==> src/rtl/fifo_port_arbiter.sv <==
// fifo_port_arbiter: grants one of NUM_CLIENTS requesters ownership of a shared
// instruction FIFO read port, forwards the owner's pops and tracks the number of
// bytes popped since the grant.
// Optional feature: define ROUND_ROBIN_EN for rotating priority instead of fixed
// lowest-index priority.
module fifo_port_arbiter #(
  parameter int unsigned NUM_CLIENTS = 3
) (
  input  logic                   clk,
  input  logic                   reset_n,
  input  logic [NUM_CLIENTS-1:0] req,
  input  logic [NUM_CLIENTS-1:0] done,
  input  logic [NUM_CLIENTS-1:0] client_rd_en,
  input  logic                   flush,
  input  logic                   fifo_empty,
  input  logic [7:0]             fifo_rd_data,
  output logic                   fifo_rd_en,
  output logic [NUM_CLIENTS-1:0] grant,
  output logic [NUM_CLIENTS-1:0] client_empty,
  output logic [NUM_CLIENTS-1:0] client_rd_valid,
  output logic [7:0]             client_rd_data,
  output logic [7:0]             byte_count
);

  typedef enum logic [0:0] {StIdle, StOwned} state_e;

  state_e                 state_q;
  logic [NUM_CLIENTS-1:0] grant_q;
  logic [NUM_CLIENTS-1:0] rd_valid_q;
  logic [7:0]             count_q;
  logic [NUM_CLIENTS-1:0] winner;
  logic                   pop;
  logic                   new_grant;

  // Only the owner may pop; flush suppresses the pop in its own cycle.
  assign pop             = (|(client_rd_en & grant_q)) & ~fifo_empty & ~flush;
  assign new_grant       = (state_q == StIdle) & ~flush & (|req);
  assign fifo_rd_en      = pop;
  assign grant           = grant_q;
  assign client_empty    = {NUM_CLIENTS{fifo_empty}} | ~grant_q;
  assign client_rd_valid = rd_valid_q;
  assign client_rd_data  = fifo_rd_data;
  assign byte_count      = count_q;

`ifdef ROUND_ROBIN_EN
  localparam int unsigned PtrW = (NUM_CLIENTS > 2) ? $clog2(NUM_CLIENTS) : 1;

  logic [PtrW-1:0] ptr_q;
  logic [PtrW-1:0] ptr_d;

  // Search upward from the pointer with wrap; first requester found wins.
  always_comb begin
    logic            found;
    logic [PtrW-1:0] idx;
    winner = '0;
    ptr_d  = ptr_q;
    found  = 1'b0;
    idx    = '0;
    for (int k = 0; k < int'(NUM_CLIENTS); k++) begin
      idx = PtrW'((int'(ptr_q) + k) % int'(NUM_CLIENTS));
      if (!found && req[idx]) begin
        found       = 1'b1;
        winner[idx] = 1'b1;
        ptr_d       = PtrW'((int'(idx) + 1) % int'(NUM_CLIENTS));
      end
    end
  end

  // Pointer moves only on a grant; flush leaves it alone.
  always_ff @(posedge clk or negedge reset_n) begin
    if (!reset_n) begin
      ptr_q <= '0;
    end else if (new_grant) begin
      ptr_q <= ptr_d;
    end
  end
`else
  // Isolate the lowest set request bit.
  always_comb begin
    winner = req & (~req + NUM_CLIENTS'(1));
  end
`endif

  // Ownership FSM, pop-valid pipeline and per-grant byte counter.
  always_ff @(posedge clk or negedge reset_n) begin
    if (!reset_n) begin
      state_q    <= StIdle;
      grant_q    <= '0;
      rd_valid_q <= '0;
      count_q    <= '0;
    end else begin
      // Valid follows the popping owner even if it releases in the same cycle.
      rd_valid_q <= pop ? grant_q : '0;
      if (flush) begin
        state_q <= StIdle;
        grant_q <= '0;
        count_q <= '0;
      end else begin
        unique case (state_q)
          StIdle: begin
            if (|req) begin
              state_q <= StOwned;
              grant_q <= winner;
              count_q <= '0;
            end
          end
          StOwned: begin
            if (pop && count_q != 8'hff) begin
              count_q <= count_q + 8'd1;
            end
            if ((|(done & grant_q)) || !(|(req & grant_q))) begin
              state_q <= StIdle;
              grant_q <= '0;
            end
          end
        endcase
      end
    end
  end

endmodule

==> config.mk <==
export PLATFORM = sky130hd
export DESIGN_NAME = fifo_port_arbiter
export DESIGN_NICKNAME = d
export VERILOG_FILES = /design/src/rtl/fifo_port_arbiter.sv
export SDC_FILE = /design/constraint.sdc
export NUM_CORES = 1
export LEC_CHECK = 0
export ABC_AREA = 1
export CAP_MARGIN = 5
export CORE_AREA = 2 2 50 52
export CTS_BUF_LIST = sky130_fd_sc_hd__clkbuf_2 sky130_fd_sc_hd__clkbuf_4 sky130_fd_sc_hd__clkbuf_8
export DETAILED_ROUTE_END_ITERATION = 10
export DIE_AREA = 0 0 52 54
export PLACE_DENSITY = 0.95
export SKIP_LAST_GASP = 1
export SLEW_MARGIN = 25
export SYNTH_ARGS = -nofsm -noshare
export SYNTH_HDL_FRONTEND = slang
export SYNTH_SLANG_ARGS = --single-unit
export TNS_END_PERCENT = 100
==> constraint.sdc <==
create_clock -name clk -period 3.1 [get_ports clk]
set_input_delay 0.62 -clock clk [delete_from_list [all_inputs] [get_ports clk]]
set_output_delay 0.62 -clock clk [all_outputs]
set_load 0.01 [all_outputs]
==> results of run 1 <==
-- critical path, stage by stage --
cell,delay (ps)
clkdlybuf4s50_1,560
nor2_1,220
nand2_1,130
inv_1,60
clkdlybuf4s50_1,530
-- sequential cells by signal, summed over array words and instances, names as in the netlist --
register	count
state_q	1
client_rd_valid	3
byte_count	8
grant	3
-- placed cells by master (no fill, tap or decap) --
cell	netlist	final
nand2_1	50	50
clkdlybuf4s50_1	0	30
nor2_1	17	17
nand3_1	15	15
dfrtp_1	15	15
inv_1	10	10
a21oi_1	3	3
nand2_4	3	3
clkbuf_4	0	3
nand3b_1	2	2
xor2_1	2	2
nor3_2	1	1
nor2_8	1	1
o31ai_1	1	1
nor2_4	1	1
nand3_2	1	1
nor2_2	1	1
xnor2_1	1	1
ha_1	1	1
clkinv_2	0	1
-- worst max path at each step --
stage	slack, ps	end
6_report	360	fifo_rd_en
3_5_place_dp	360	fifo_rd_en
4_1_cts	360	fifo_rd_en
5_1_grt	270	fifo_rd_en
3_3_place_gp	370	fifo_rd_en
2_1_floorplan	1510	fifo_rd_en
-- layer usage --
| metal | up-vias | part of all wire [%] | track usage, % |
|---|---|---|---|
| met5 | - | 0 | 0 |
| met1 | 389 | 44 | 19.14 |
| li1 | 463 | - | - |
| met3 | 4 | 2.8 | 1.667 |
| met4 | 0 | 2.1 | 6.579 |
| met2 | 17 | 51 | 28.90 |
-- power by group --
part / internal, mW / leakage, nW / switching, mW / total, mW
clock: 0.0480 / 0.0177 / 0.0662 / 0.114
sequential: 0.200 / 0.206 / 0.00824 / 0.209
combinational: 0.0328 / 0.367 / 0.0353 / 0.0681
-- kinds of logic after synthesis --
family / share of synthesized area (%)
flip-flops: 38.81
adder cells (fa/ha/maj): 1.293
XOR/XNOR: 2.717
AO/OA/AOI/OAI: 2.328
buffers and inverters: 10.09
AND/OR/NAND/NOR: 44.76
-- through the flow --
step	hold WS, ps	power [mW]	std cells	area [um^2]	utilization, %
finish	525.6	0.3910	189	1272	54.85
global route	551.3	0.4125	189	1272	54.85
CTS	527.7	0.3932	189	1272	54.85
detailed placement	511.5	0.2811	185	1245	53.67
global placement	502.0	0.2799	185	1245	53.67
floorplan	324.4	0.2523	133	967.2	-
-- cell type report --
cell class	instances	area, um^2
clock buffer	3	22.52
clock inverter	1	5.005
fill	213	1047
inverter	10	37.54
multi-input combinational	100	494.2
sequential	15	375.4
tap	30	37.54
timing repair buffer	30	300.3
==> results.sh, run 1 <==
export IMPL_outcome="completed"
export IMPL_synth_top_cell_by_area="dfrtp_1"
export IMPL_grt_max_degree=16
export IMPL_pre_cts_ws_ps=357.1
export IMPL_rows=18
export IMPL_io_pins=47
export IMPL_cts_setup_buffers=0
export IMPL_setup_ws_ps=360.4
export IMPL_min_from="state_q$_DFF_PN0_"
export IMPL_fin_nets=182
export IMPL_ys_ff_latch=15
export IMPL_crit_path_end_kind="output port"
export IMPL_required_ps=2480
export IMPL_drc=0
export IMPL_viasPerCell=4.619
export IMPL_ff2ff_setup_slack_ps=1580
export IMPL_insertion_delay_ps=290
export IMPL_path_clk_slew_ps=90
export IMPL_clockRootBuffer="clkbuf_4"
export IMPL_final_hold_viol_count=0
export IMPL_skew_ps=1.124
export IMPL_setup_viol=0
export IMPL_clockBufferDepth=2
export IMPL_r2r_end="byte_count[6]$_DFFE_PN0P_"
export IMPL_report_final_slew_viol_count=0
export IMPL_die_h_um=54
export IMPL_clock_sinks=15
export IMPL_synth_top_area_share_pct=38.81
export IMPL_cts_tree="built"
export IMPL_grt_pass1_vias=788
export IMPL_portBuffers=30
export IMPL_reg2reg_from="byte_count[0]$_DFFE_PN0P_"
export IMPL_ctsHoldBuffers=0
export IMPL_ys_flop_type="dfrtp_1"
export IMPL_die_area_um2=2808
export IMPL_syn_area_um2=967.2
export IMPL_synthTopCellsByArea="dfrtp_1 39%, nand2_1 19%, nand3_1 7.8%, nor2_1 6.6%, buf_4 6.2%"
export IMPL_yosys_top_cells_count="50 x nand2_1, 17 x nor2_1, 15 x dfrtp_1, 15 x nand3_1, 10 x inv_1"
export IMPL_vias=873
export IMPL_hp_class="reg2reg"
export IMPL_syn_to_final_growth_pct=31.57
export IMPL_rsz0062_at_grt="false"
export IMPL_synth_cells=133
export IMPL_htreeDepth=1
export IMPL_synth_edf_count=0
export IMPL_yosys_warnings=0
export IMPL_gr_usage_all_layers_pct=15.92
export IMPL_grt_ovfl_total=0
export IMPL_yosysMostFrequentCell="nand2_1"
export IMPL_max_slew_worst_pin_slew_ps=659.4
export IMPL_coreArea_um2=2320
export IMPL_drtIter0Drc=7
export IMPL_hold_end="state_q$_DFF_PN0_"
export IMPL_diodes=0
export IMPL_leakagePower_nw=0.5910
export IMPL_antenna_left=0
export IMPL_place_hpwl_um=1502
export IMPL_ir_drop_uv=150.3
export IMPL_grt_pass1_wl_um=3318
export IMPL_maxCapViolCount=0
export IMPL_cp_start_kind="input pin"
export IMPL_fp_dieW_um=52
export IMPL_gp_congestion=0.8289
export IMPL_relSlewSlack_pct=55.90
export IMPL_synth_nets=155
export IMPL_fin_crit_sh_pct=88.37
export IMPL_wl_um=1987
export IMPL_min_period_ps=2740
export IMPL_min_path_cells=1
export IMPL_fin_setup_tns_ps=0
export IMPL_max_freq_mhz=365.0
export IMPL_critPathKind="in2out"
export IMPL_initial_core_util_pct=41.69
export IMPL_crit_arrival_ps=2120
export IMPL_numCtsBuffers=3
export IMPL_synthArstFlopShare_pct=100.0
export IMPL_cts_resized_gates=0
export IMPL_power_density_nw_per_um2=307.3
export IMPL_drive_above_1_share_pct=7.547
export IMPL_avgSynthCellArea_um2=7.272
export IMPL_reg2reg_depth=9
export IMPL_first_pass_iters=4
export IMPL_wl_per_cell_um=10.51
export IMPL_cp_max_fo=4
export IMPL_crit_start="flush"
export IMPL_ys_seq_area_share_pct=38.81
export IMPL_antenna_found_initial=0
export IMPL_ys_types=18
Note: power is estimated with default switching activity, not from simulation.
==> inputs of run 2 (changes only) <==
--- a/config.mk
+++ b/config.mk
@@ -6,12 +6,14 @@
 export NUM_CORES = 1
 export LEC_CHECK = 0
 export ABC_AREA = 1
+export ABC_CLOCK_PERIOD_IN_PS = 2600
 export CAP_MARGIN = 5
-export CORE_AREA = 2 2 50 52
+export CORE_AREA = 2 2 52 54
 export CTS_BUF_LIST = sky130_fd_sc_hd__clkbuf_2 sky130_fd_sc_hd__clkbuf_4 sky130_fd_sc_hd__clkbuf_8
 export DETAILED_ROUTE_END_ITERATION = 10
-export DIE_AREA = 0 0 52 54
-export PLACE_DENSITY = 0.95
+export DIE_AREA = 0 0 54 56
+export PLACE_DENSITY = 0.89
+export SETUP_SLACK_MARGIN = 0.2
 export SKIP_LAST_GASP = 1
 export SLEW_MARGIN = 25
 export SYNTH_ARGS = -nofsm -noshare
==> constraint.sdc (replaced) <==
create_clock -name clk -period 2.6 [get_ports clk]
set_input_delay 0.52 -clock clk [delete_from_list [all_inputs] [get_ports clk]]
set_output_delay 0.52 -clock clk [all_outputs]
set_load 0.01 [all_outputs]
==> results.sh, run 2 (synthesized netlist as in run 1, its figures left out) <==
export IMPL_ff2ff_setup_slack_ps=990
export IMPL_cp_top_family="buffers and inverters"
export IMPL_viasPerCell=4.989
export IMPL_gr_usage_all_layers_pct=17.38
export IMPL_grt_pass1_wl_um=3877
export IMPL_cp_start_kind="input pin"
export IMPL_power_density_nw_per_um2=374.3
export IMPL_die_h_um=56
export IMPL_gp_congestion=0.8287
export IMPL_drive_above_1_share_pct=10.00
export IMPL_pwr_share_comb_pct=17.8
export IMPL_pre_cts_ws_ps=209.2
export IMPL_clockBufferDepth=2
export IMPL_cp_max_fo=4
export IMPL_cp_common_cell="clkdlybuf4s50_1"
export IMPL_busiest_layer="met2"
export IMPL_min_from="state_q$_DFF_PN0_"
export IMPL_max_freq_mhz=428.5
export IMPL_crit_arrival_ps=1810
export IMPL_fp_dieW_um=54
export IMPL_die_area_um2=3024
export IMPL_use_met3_pct=5.108
export IMPL_grt_max_degree=16
export IMPL_power_switching_mw=0.1340
export IMPL_reg2reg_depth=9
export IMPL_power_mw=0.4838
export IMPL_first_pass_iters=4
export IMPL_drc=0
export IMPL_clockRootBuffer="clkbuf_4"
export IMPL_rows=18
export IMPL_final_cells=190
export IMPL_rsz0062_at_grt="false"
export IMPL_htreeDepth=1
export IMPL_min_path_cells=1
export IMPL_final_hold_viol_count=0
export IMPL_required_ps=2080
export IMPL_path_buf_inv=3
export IMPL_syn_to_final_growth_pct=33.64
export IMPL_relSlewSlack_pct=55.55
export IMPL_setup_ws_ps=266.0
export IMPL_grt_pass1_vias=923
export IMPL_io_pins=47
export IMPL_cts_tree="built"
export IMPL_fin_crit_sh_pct=89.77
export IMPL_initial_core_util_pct=39.76
export IMPL_hp_class="reg2reg"
export IMPL_min_period_ps=2334
export IMPL_place_hpwl_um=1806
export IMPL_clock_sinks=15
export IMPL_use_met1_pct=19.10
export IMPL_ctsHoldBuffers=0
export IMPL_intPower_mw=0.3498
export IMPL_numCtsBuffers=3
export IMPL_fin_setup_tns_ps=0
export IMPL_skew_ps=4.214
export IMPL_crit_path_cell_trace="clkdlybuf4s50_1 > nor2_2 > nand2_2 > inv_1 > clkdlybuf4s50_1"
export IMPL_insertion_delay_ps=290
export IMPL_report_final_slew_viol_count=0
export IMPL_reg2reg_from="byte_count[0]$_DFFE_PN0P_"
export IMPL_clkPwrFrac_pct=30.7
export IMPL_wl_um=2397
export IMPL_leakagePower_nw=0.6034
export IMPL_crit_path_end_kind="output port"
export IMPL_antenna_left=0
export IMPL_wl_per_cell_um=12.62
export IMPL_final_cell_mix="49 x nand2_1, 30 x clkdlybuf4s50_1, 16 x nor2_1"
export IMPL_outcome="completed"
export IMPL_setup_viol=0
export IMPL_fin_nets=183
export IMPL_cts_setup_buffers=0
export IMPL_critical_path_slowest_cell="clkdlybuf4s50_1"
export IMPL_grt_ovfl_total=0
export IMPL_diodes=0
export IMPL_r2r_end="byte_count[6]$_DFFE_PN0P_"
export IMPL_dp_cells=186
export IMPL_ir_drop_uv=221.0
export IMPL_seq_power_share_pct=51.5
export IMPL_coreArea_um2=2432
export IMPL_use_met2_pct=28.75
export IMPL_final_common_cell="nand2_1"
export IMPL_antenna_found_initial=0
export IMPL_critPathKind="in2out"
export IMPL_path_clk_slew_ps=90
export IMPL_max_slew_worst_pin_slew_ps=664.7
export IMPL_vias=948
export IMPL_largest_reg_flops=8
export IMPL_cts_resized_gates=0
export IMPL_hold_end="state_q$_DFF_PN0_"
export IMPL_netSwitchingFraction_pct=27.69
export IMPL_maxCapViolCount=0
export IMPL_slowest_delay_ps=520
export IMPL_portBuffers=30
export IMPL_drtIter0Drc=21
-- run 2: changes by cell type in the layout (fill, tap and decap cells not counted), sizes merged --
cell / delta
buf: +1
clkbuf: +1
clkinv: -1
-- run 2: final cells by class --
| class | instances | area [um^2] |
|---|---|---|
| Inverter | 10 | 37.54 |
| Clock buffer | 4 | 30.03 |
| Sequential cell | 15 | 375.4 |
| Fill cell | 210 | 1140 |
| Multi-Input combinational cell | 100 | 504.2 |
| Timing Repair Buffer | 31 | 307.8 |
| Tap cell | 30 | 37.54 |
-- run 2: power groups by stage --
stage	Clock [mW]	Combinational (mW)	Sequential, mW
5_1_grt	0.163	0.0935	0.250
6_report	0.149	0.0860	0.249
4_1_cts	0.149	0.0846	0.249
3_3_place_gp	0	0.0816	0.253
3_5_place_dp	0	0.0844	0.253
2_1_floorplan	0	0.0476	0.253
-- run 2: how the worst max path moves through the flow --
stage	startpoint	to	cells after the start
after floorplan	byte_count[0]$_DFFE_PN0P_	byte_count[7]$_DFFE_PN0P_	9
after global placement	client_rd_en[0]	fifo_rd_en	6
after CTS	client_rd_en[0]	fifo_rd_en	6
after detailed placement	client_rd_en[0]	fifo_rd_en	6
final	fifo_empty	fifo_rd_en	5
after global routing	client_rd_en[1]	fifo_rd_en	6
-- run 2: per-stage QoR --
step | hold WS [ps] | cell area (um^2) | util (%)
4_1_cts | 527.3 | 1282 | 52.73
5_1_grt | 569.9 | 1292 | 53.14
3_3_place_gp | 496.6 | 1252 | 51.49
3_5_place_dp | 510.5 | 1252 | 51.49
2_1_floorplan | 224.4 | 967.2 | -
6_report | 521.9 | 1292 | 53.14
-- run 2: metal layers --
layer | up-vias | share of wire, %
met5 | - | 0
met4 | 0 | 2.0
met3 | 5 | 5.3
met2 | 29 | 54
met1 | 447 | 39
li1 | 467 | -
